===== src/rtl/keypad_scanner.sv =====
// 4x4 key matrix scanner: column drive, frame debounce, single-key events with valid/ack.
// Define KEYPAD_AUTOREPEAT_EN to re-emit a held key every REPEAT_FRAMES frames.
module keypad_scanner #(
    parameter int SCAN_DIV      = 15,
    parameter int DEBOUNCE      = 4,
    parameter int REPEAT_FRAMES = 8
) (
    input  logic       clk,
    input  logic       rst_n,
    input  logic [3:0] rows,
    output logic [3:0] columns,
    output logic [3:0] key_code,
    output logic       key_valid,
    input  logic       key_ack,
    output logic       key_down,
    output logic       overrun
);

    localparam int          LOW = SCAN_DIV - 2;
    localparam logic [3:0]  DEB = 4'(DEBOUNCE);

    if (SCAN_DIV < 3 || DEBOUNCE < 1 || DEBOUNCE > 15 || REPEAT_FRAMES < 1) begin : gBadParams
        $error("keypad_scanner: parameter out of range");
    end

    typedef enum logic [1:0] {IDLE, HELD, LOCK} state_t;

    logic [SCAN_DIV-1:0] counter;
    logic [1:0]          col;
    logic                sampleNow;
    logic                frameEnd;
    logic [15:0]         snapshot;
    logic [15:0]         frameNext;
    logic [15:0]         prevFrame;
    logic [15:0]         debounced;
    logic [3:0]          stableCnt;
    logic [3:0]          cntNext;
    logic                frameDone;
    state_t              state;
    logic                emit;
    logic [3:0]          emitCode;
    logic [3:0]          heldCode;
    logic                oneHot;
    logic [3:0]          debIndex;

    assign col       = counter[SCAN_DIV-1 -: 2];
    assign columns   = 4'b0001 << col;
    assign sampleNow = &counter[LOW-1:0];
    assign frameEnd  = sampleNow && (col == 2'd3);

    function automatic logic [3:0] bitIndex(input logic [15:0] v);
        logic [3:0] idx;
        idx = 4'd0;
        for (int i = 0; i < 16; i++) begin
            if (v[i]) idx = 4'(i);
        end
        return idx;
    endfunction

    // The live row sample for the current column merged over the stored snapshot;
    // at frame end this is the complete frame.
    always_comb begin
        frameNext = snapshot;
        for (int r = 0; r < 4; r++) begin
            frameNext[r*4 + int'(col)] = rows[r];
        end
    end

    always_comb begin
        cntNext = 4'd1;
        if (frameNext == prevFrame) begin
            cntNext = (stableCnt >= DEB) ? DEB : stableCnt + 4'd1;
        end
    end

    assign oneHot   = (debounced != 16'd0) && ((debounced & (debounced - 16'd1)) == 16'd0);
    assign debIndex = bitIndex(debounced);

    // Scan counter, row sampling and whole-frame debounce.
    always_ff @(posedge clk or negedge rst_n) begin
        if (!rst_n) begin
            counter   <= '0;
            snapshot  <= '0;
            prevFrame <= '0;
            debounced <= '0;
            stableCnt <= '0;
            frameDone <= 1'b0;
        end else begin
            counter   <= counter + 1'b1;
            frameDone <= frameEnd;
            if (sampleNow) begin
                snapshot <= frameNext;
            end
            if (frameEnd) begin
                stableCnt <= cntNext;
                prevFrame <= frameNext;
                if (cntNext == DEB) begin
                    debounced <= frameNext;
                end
            end
        end
    end

`ifdef KEYPAD_AUTOREPEAT_EN
    localparam int RW = (REPEAT_FRAMES > 1) ? $clog2(REPEAT_FRAMES) : 1;
    logic [RW-1:0] repeatCnt;
`endif

    // Key state machine, evaluated once per frame on the clock after frame end;
    // any multi-key pattern parks in LOCK until the matrix is fully released.
    always_ff @(posedge clk or negedge rst_n) begin
        if (!rst_n) begin
            state    <= IDLE;
            key_down <= 1'b0;
            emit     <= 1'b0;
            emitCode <= '0;
            heldCode <= '0;
`ifdef KEYPAD_AUTOREPEAT_EN
            repeatCnt <= '0;
`endif
        end else begin
            emit <= 1'b0;
            if (frameDone) begin
                case (state)
                    IDLE: begin
                        if (oneHot) begin
                            state    <= HELD;
                            key_down <= 1'b1;
                            emit     <= 1'b1;
                            emitCode <= debIndex;
                            heldCode <= debIndex;
`ifdef KEYPAD_AUTOREPEAT_EN
                            repeatCnt <= '0;
`endif
                        end else if (debounced != 16'd0) begin
                            state <= LOCK;
                        end
                    end
                    HELD: begin
                        if (debounced == 16'd0) begin
                            state    <= IDLE;
                            key_down <= 1'b0;
                        end else if (!(oneHot && debIndex == heldCode)) begin
                            state    <= LOCK;
                            key_down <= 1'b0;
                        end else begin
`ifdef KEYPAD_AUTOREPEAT_EN
                            if (repeatCnt == RW'(REPEAT_FRAMES - 1)) begin
                                repeatCnt <= '0;
                                emit      <= 1'b1;
                                emitCode  <= heldCode;
                            end else begin
                                repeatCnt <= repeatCnt + 1'b1;
                            end
`endif
                        end
                    end
                    LOCK: begin
                        if (debounced == 16'd0) begin
                            state <= IDLE;
                        end
                    end
                    default: begin
                        state    <= IDLE;
                        key_down <= 1'b0;
                    end
                endcase
            end
        end
    end

    // Event handshake: a pending event is never overwritten unless acked in the same cycle.
    always_ff @(posedge clk or negedge rst_n) begin
        if (!rst_n) begin
            key_code  <= '0;
            key_valid <= 1'b0;
            overrun   <= 1'b0;
        end else if (emit) begin
            if (!key_valid || key_ack) begin
                key_code  <= emitCode;
                key_valid <= 1'b1;
                overrun   <= 1'b0;
            end else begin
                overrun <= 1'b1;
            end
        end else if (key_ack && key_valid) begin
            key_valid <= 1'b0;
            overrun   <= 1'b0;
        end
    end

endmodule


===== config.mk =====
export PLATFORM = sky130hd
export DESIGN_NAME = keypad_scanner
export DESIGN_NICKNAME = d
export VERILOG_FILES = /design/src/rtl/keypad_scanner.sv
export SDC_FILE = /design/constraint.sdc
export NUM_CORES = 1
export LEC_CHECK = 0
export ABC_AREA = 1
export CORE_UTILIZATION = 35
export DETAILED_ROUTE_END_ITERATION = 12
export GPL_TIMING_DRIVEN = 0
export PLACE_DENSITY_LB_ADDON = 0.25
export SYNTH_ARGS = -nofsm -noshare
export SYNTH_HDL_FRONTEND = slang
export SYNTH_SLANG_ARGS = --single-unit
export TNS_END_PERCENT = 50

===== constraint.sdc =====
create_clock -name clk -period 2.1 [get_ports clk]
set_input_delay 0.525 -clock clk [delete_from_list [all_inputs] [get_ports clk]]
set_output_delay 0.525 -clock clk [all_outputs]
set_load 0.03 [all_outputs]

==> qor.txt <==
outcome: finished, violations left
violated checks: DRC, setup timing
first-pass GRT wire length: 15,470 um
DR vias: 3,543
global routing's busiest layer: met2
Post-synth top flop: dfrtp_1
met1 Track Usage GR: 19.53%
Layout area overhead: 33.39%
hold buffers post-CTS: 0
Post-Route WL: 9568 um
register bit total from synthesis: 82
critical path class: in2reg
final setup vio count: 34
Gate Count Post-Synth: 526
Pwr Total: 3.085 mW
Placer Congestion: 0.8622
Worst Max-Slew Pin Slew: 0.3329 ns
Residual DRC: 1
CP cell instances: clkdlybuf4s50_1 > inv_2 > o21ai_4 > xor2_1 > nand4_1 > nor2_2 > nand2_2 > nor3_4 > buf_6 > nand2_4 > buf_6 > nand2_1 > nand2_1
CTS buffer count: 9
yosys warns: 0
largest net degree at the start of global routing: 61
met2 usage: 26.54%
Synth async-reset ratio: 100.0%
die width: 111.5 um
H-tree depth: 3
RSZ-0062 raised after global routing: yes
top-count cell post-synth: nand2_1
Cell Pwr Density: 551.1 nW/um^2
grt ovf: 0
antenna violations before repair: 0
initial core utilization: 36.29%
Final Core Density: 48.40%
FP Rows: 39
Nets: 605
Fin. Hold Viols: 0
# port buffers: 17
ranking of synthesized cells by area: dfrtp_1 (49%), nand2_1 (16%), inv_1 (5.2%)
Max Slew Vio Count: 0
Inserted Diodes: 0
Reg area: 2054 um^2
vias in the first global route: 3,332
syn_nets: 535
Worst path max stage delay: 0.47 ns
Fin Hold WS: 0.09041 ns
GRT Util Overall: 15.74%
Netlist cell types: 35
top-area cell type share of the netlist area: 48.90%
final critical-path setup slack: -0.2739 ns
die area: 12,430 um^2
sequential cell area fraction in the yosys report: 48.90%
TritonCTS Sinks: 82
Avg Vias per Cell: 4.775
drt pass-1 iters: 9
TritonCTS clock tree: built
Worst slew margin: 77.81%
final worst path period share: 113.0%
clock slew at reported path FFs: 0.06 ns
FF-to-FF Start: counter[13]$_DFF_PN0_
ANT nets after route: 0
EDFF count, synth: 0
Mapped Avg Cell Area: 7.978 um^2
clk root buf: clkbuf_16
cell area after layout: 5598 um^2
routed len/inst: 12.89 um
I/O pin cnt: 18
maximum vdd ir drop: 0.4010 mV
post-DP HPWL: 6442 um
CP arrival: 2.60 ns
type of the most critical hold path: in2async
leakage: 2.757 nW
CP Max Fanout: 6
instance area at placement: 4584 um^2
CP Launch Type: input pin
met3 Usage GRT: 3.484%
Max clock buf depth: 2
max_cap viols: 0
critical path's slowest cell: clkdlybuf4s50_1
layout cells sized above 1: 25.71%
Clock Skew: 0.005865 ns
fillers: 1,110
CP Capture Type: register
Crit path required time: 2.32 ns
fmax: 421.3 MHz
cell taking the most area after synthesis: dfrtp_1
Synth top cells by count: nand2_1 (179), dfrtp_1 (82), inv_1 (58), nand3_1 (40), nor2_1 (36)
Core Area: 11,560 um^2
Clock Latency Late Sink: 0.34 ns
area of the multi-input gates: 2142 um^2
Iter 0 DRT Violations: 190
Die H: 111.5 um
crit path time final: 2.374 ns
Critical Path Source: rows[3]
Fin Setup TNS: -5.613 ns
Syn Std Cell Area: 4197 um^2
## power by group
group                 switching (mW)  internal [mW]
logic                         0.0625         0.0301
clock network                  0.597          0.815
registers      0.0000000000000000582           1.58
total                          0.659           2.43
## cells in the final DEF, fill, tap and decap left out, types with 2 or more instances in the layout
cell type          n
o21ai_2            4
nand4_1            4
buf_12             2
nand2_8            4
xor2_1            22
clkinv_2           2
nor3_1             2
nor3_4             2
nand3_1           38
nor3_2             2
clkdlybuf4s50_1   10
buf_8              4
o21ai_0           19
buf_6             11
clkbuf_2           3
inv_2              6
nand3_4            2
nor2_1            30
nand2_1          154
inv_6              2
nor2_2             6
inv_1             54
clkbuf_16         11
nand2_2           28
dfrtp_1           80
nand2_4            2
nor2_4             2
a21oi_1            3
dlymetal6s2s_1     2
o22ai_1            2
nand3b_1           2
buf_4             32
o21ai_4           13
nand3_2            3
inv_4              2
dfrtp_2            2
o21ai_1           17
## layer usage
| metal | share of wire (%) | wire length [um] |
|---|---|---|
| met1 | 46 | 4363 |
| met2 | 50 | 4754 |
| met3 | 3.2 | 309 |
| met5 | 0 | 0 |
| met4 | 1.5 | 140 |
## area by class of cell
type	instances	area share, %
tap	143	3.196
clock buffer	11	4.336
buffer	9	2.190
multi-input combinational	369	38.27
clock inverter	3	0.3129
inverter	66	4.828
sequential	82	36.70
timing repair buffer	59	10.17
## worst max-delay path, delay by kind of cell
| kind | cells | cell delay, ns |
|---|---|---|
| simple gates | 7 | 0.83 |
| buf+inv | 4 | 0.83 |
| compound gates | 1 | 0.21 |
| xor+xnor | 1 | 0.21 |
## kinds of logic after synthesis
kind of cell | Yosys count | share of synthesized area, %
and+or+nand+nor | 284 | 30.26
buffers and inverters | 75 | 7.215
DFF | 82 | 48.90
AOI/OAI and AO/OA | 61 | 8.438
xor gates and xnor gates | 22 | 4.591
adders and majority gates | 2 | 0.5962
## sequential cells by signal, indices dropped and copies added (netlist names)
signal / count
debounced: 16
prevFrame: 16
snapshot: 16
counter: 15
heldCode: 4
key_code: 4
stableCnt: 4
state: 2
emit: 1
frameDone: 1
key_down: 1
key_valid: 1
overrun: 1
## metrics by stage
stage,setup WS [ns],cells
after floorplan,-0.1425,526
after global placement,-2.848,686
after detailed placement,-0.8462,687
after CTS,-0.2870,716
after global routing,-0.4205,742
final,-0.2739,742
## worst paths after layout
kind | end | slack, ns | cells past startpoint
max in group asynchronous | counter[14]$_DFF_PN0_ | 1.39 | 2
min | overrun$_DFFE_PN0P_ | 0.09 | 1
min in group clk | snapshot[1]$_DFFE_PN0P_ | 0.47 | 2
min reg2reg | snapshot[1]$_DFFE_PN0P_ | 0.47 | 2
max | debounced[4]$_DFFE_PN0P_ | -0.27 | 13
max reg2reg | debounced[4]$_DFFE_PN0P_ | -0.25 | 14
## timing repair
| action | 4_1_cts | 5_1_grt |
|---|---|---|
| gates cloned | 2 | 1 |
| resized for setup | 45 | 95 |
| pin swaps | 10 | 21 |
| setup endpoints to repair | 64 | 63 |
| buffers inserted | 13 | 25 |
Note: power is estimated with default switching activity, not from simulation.
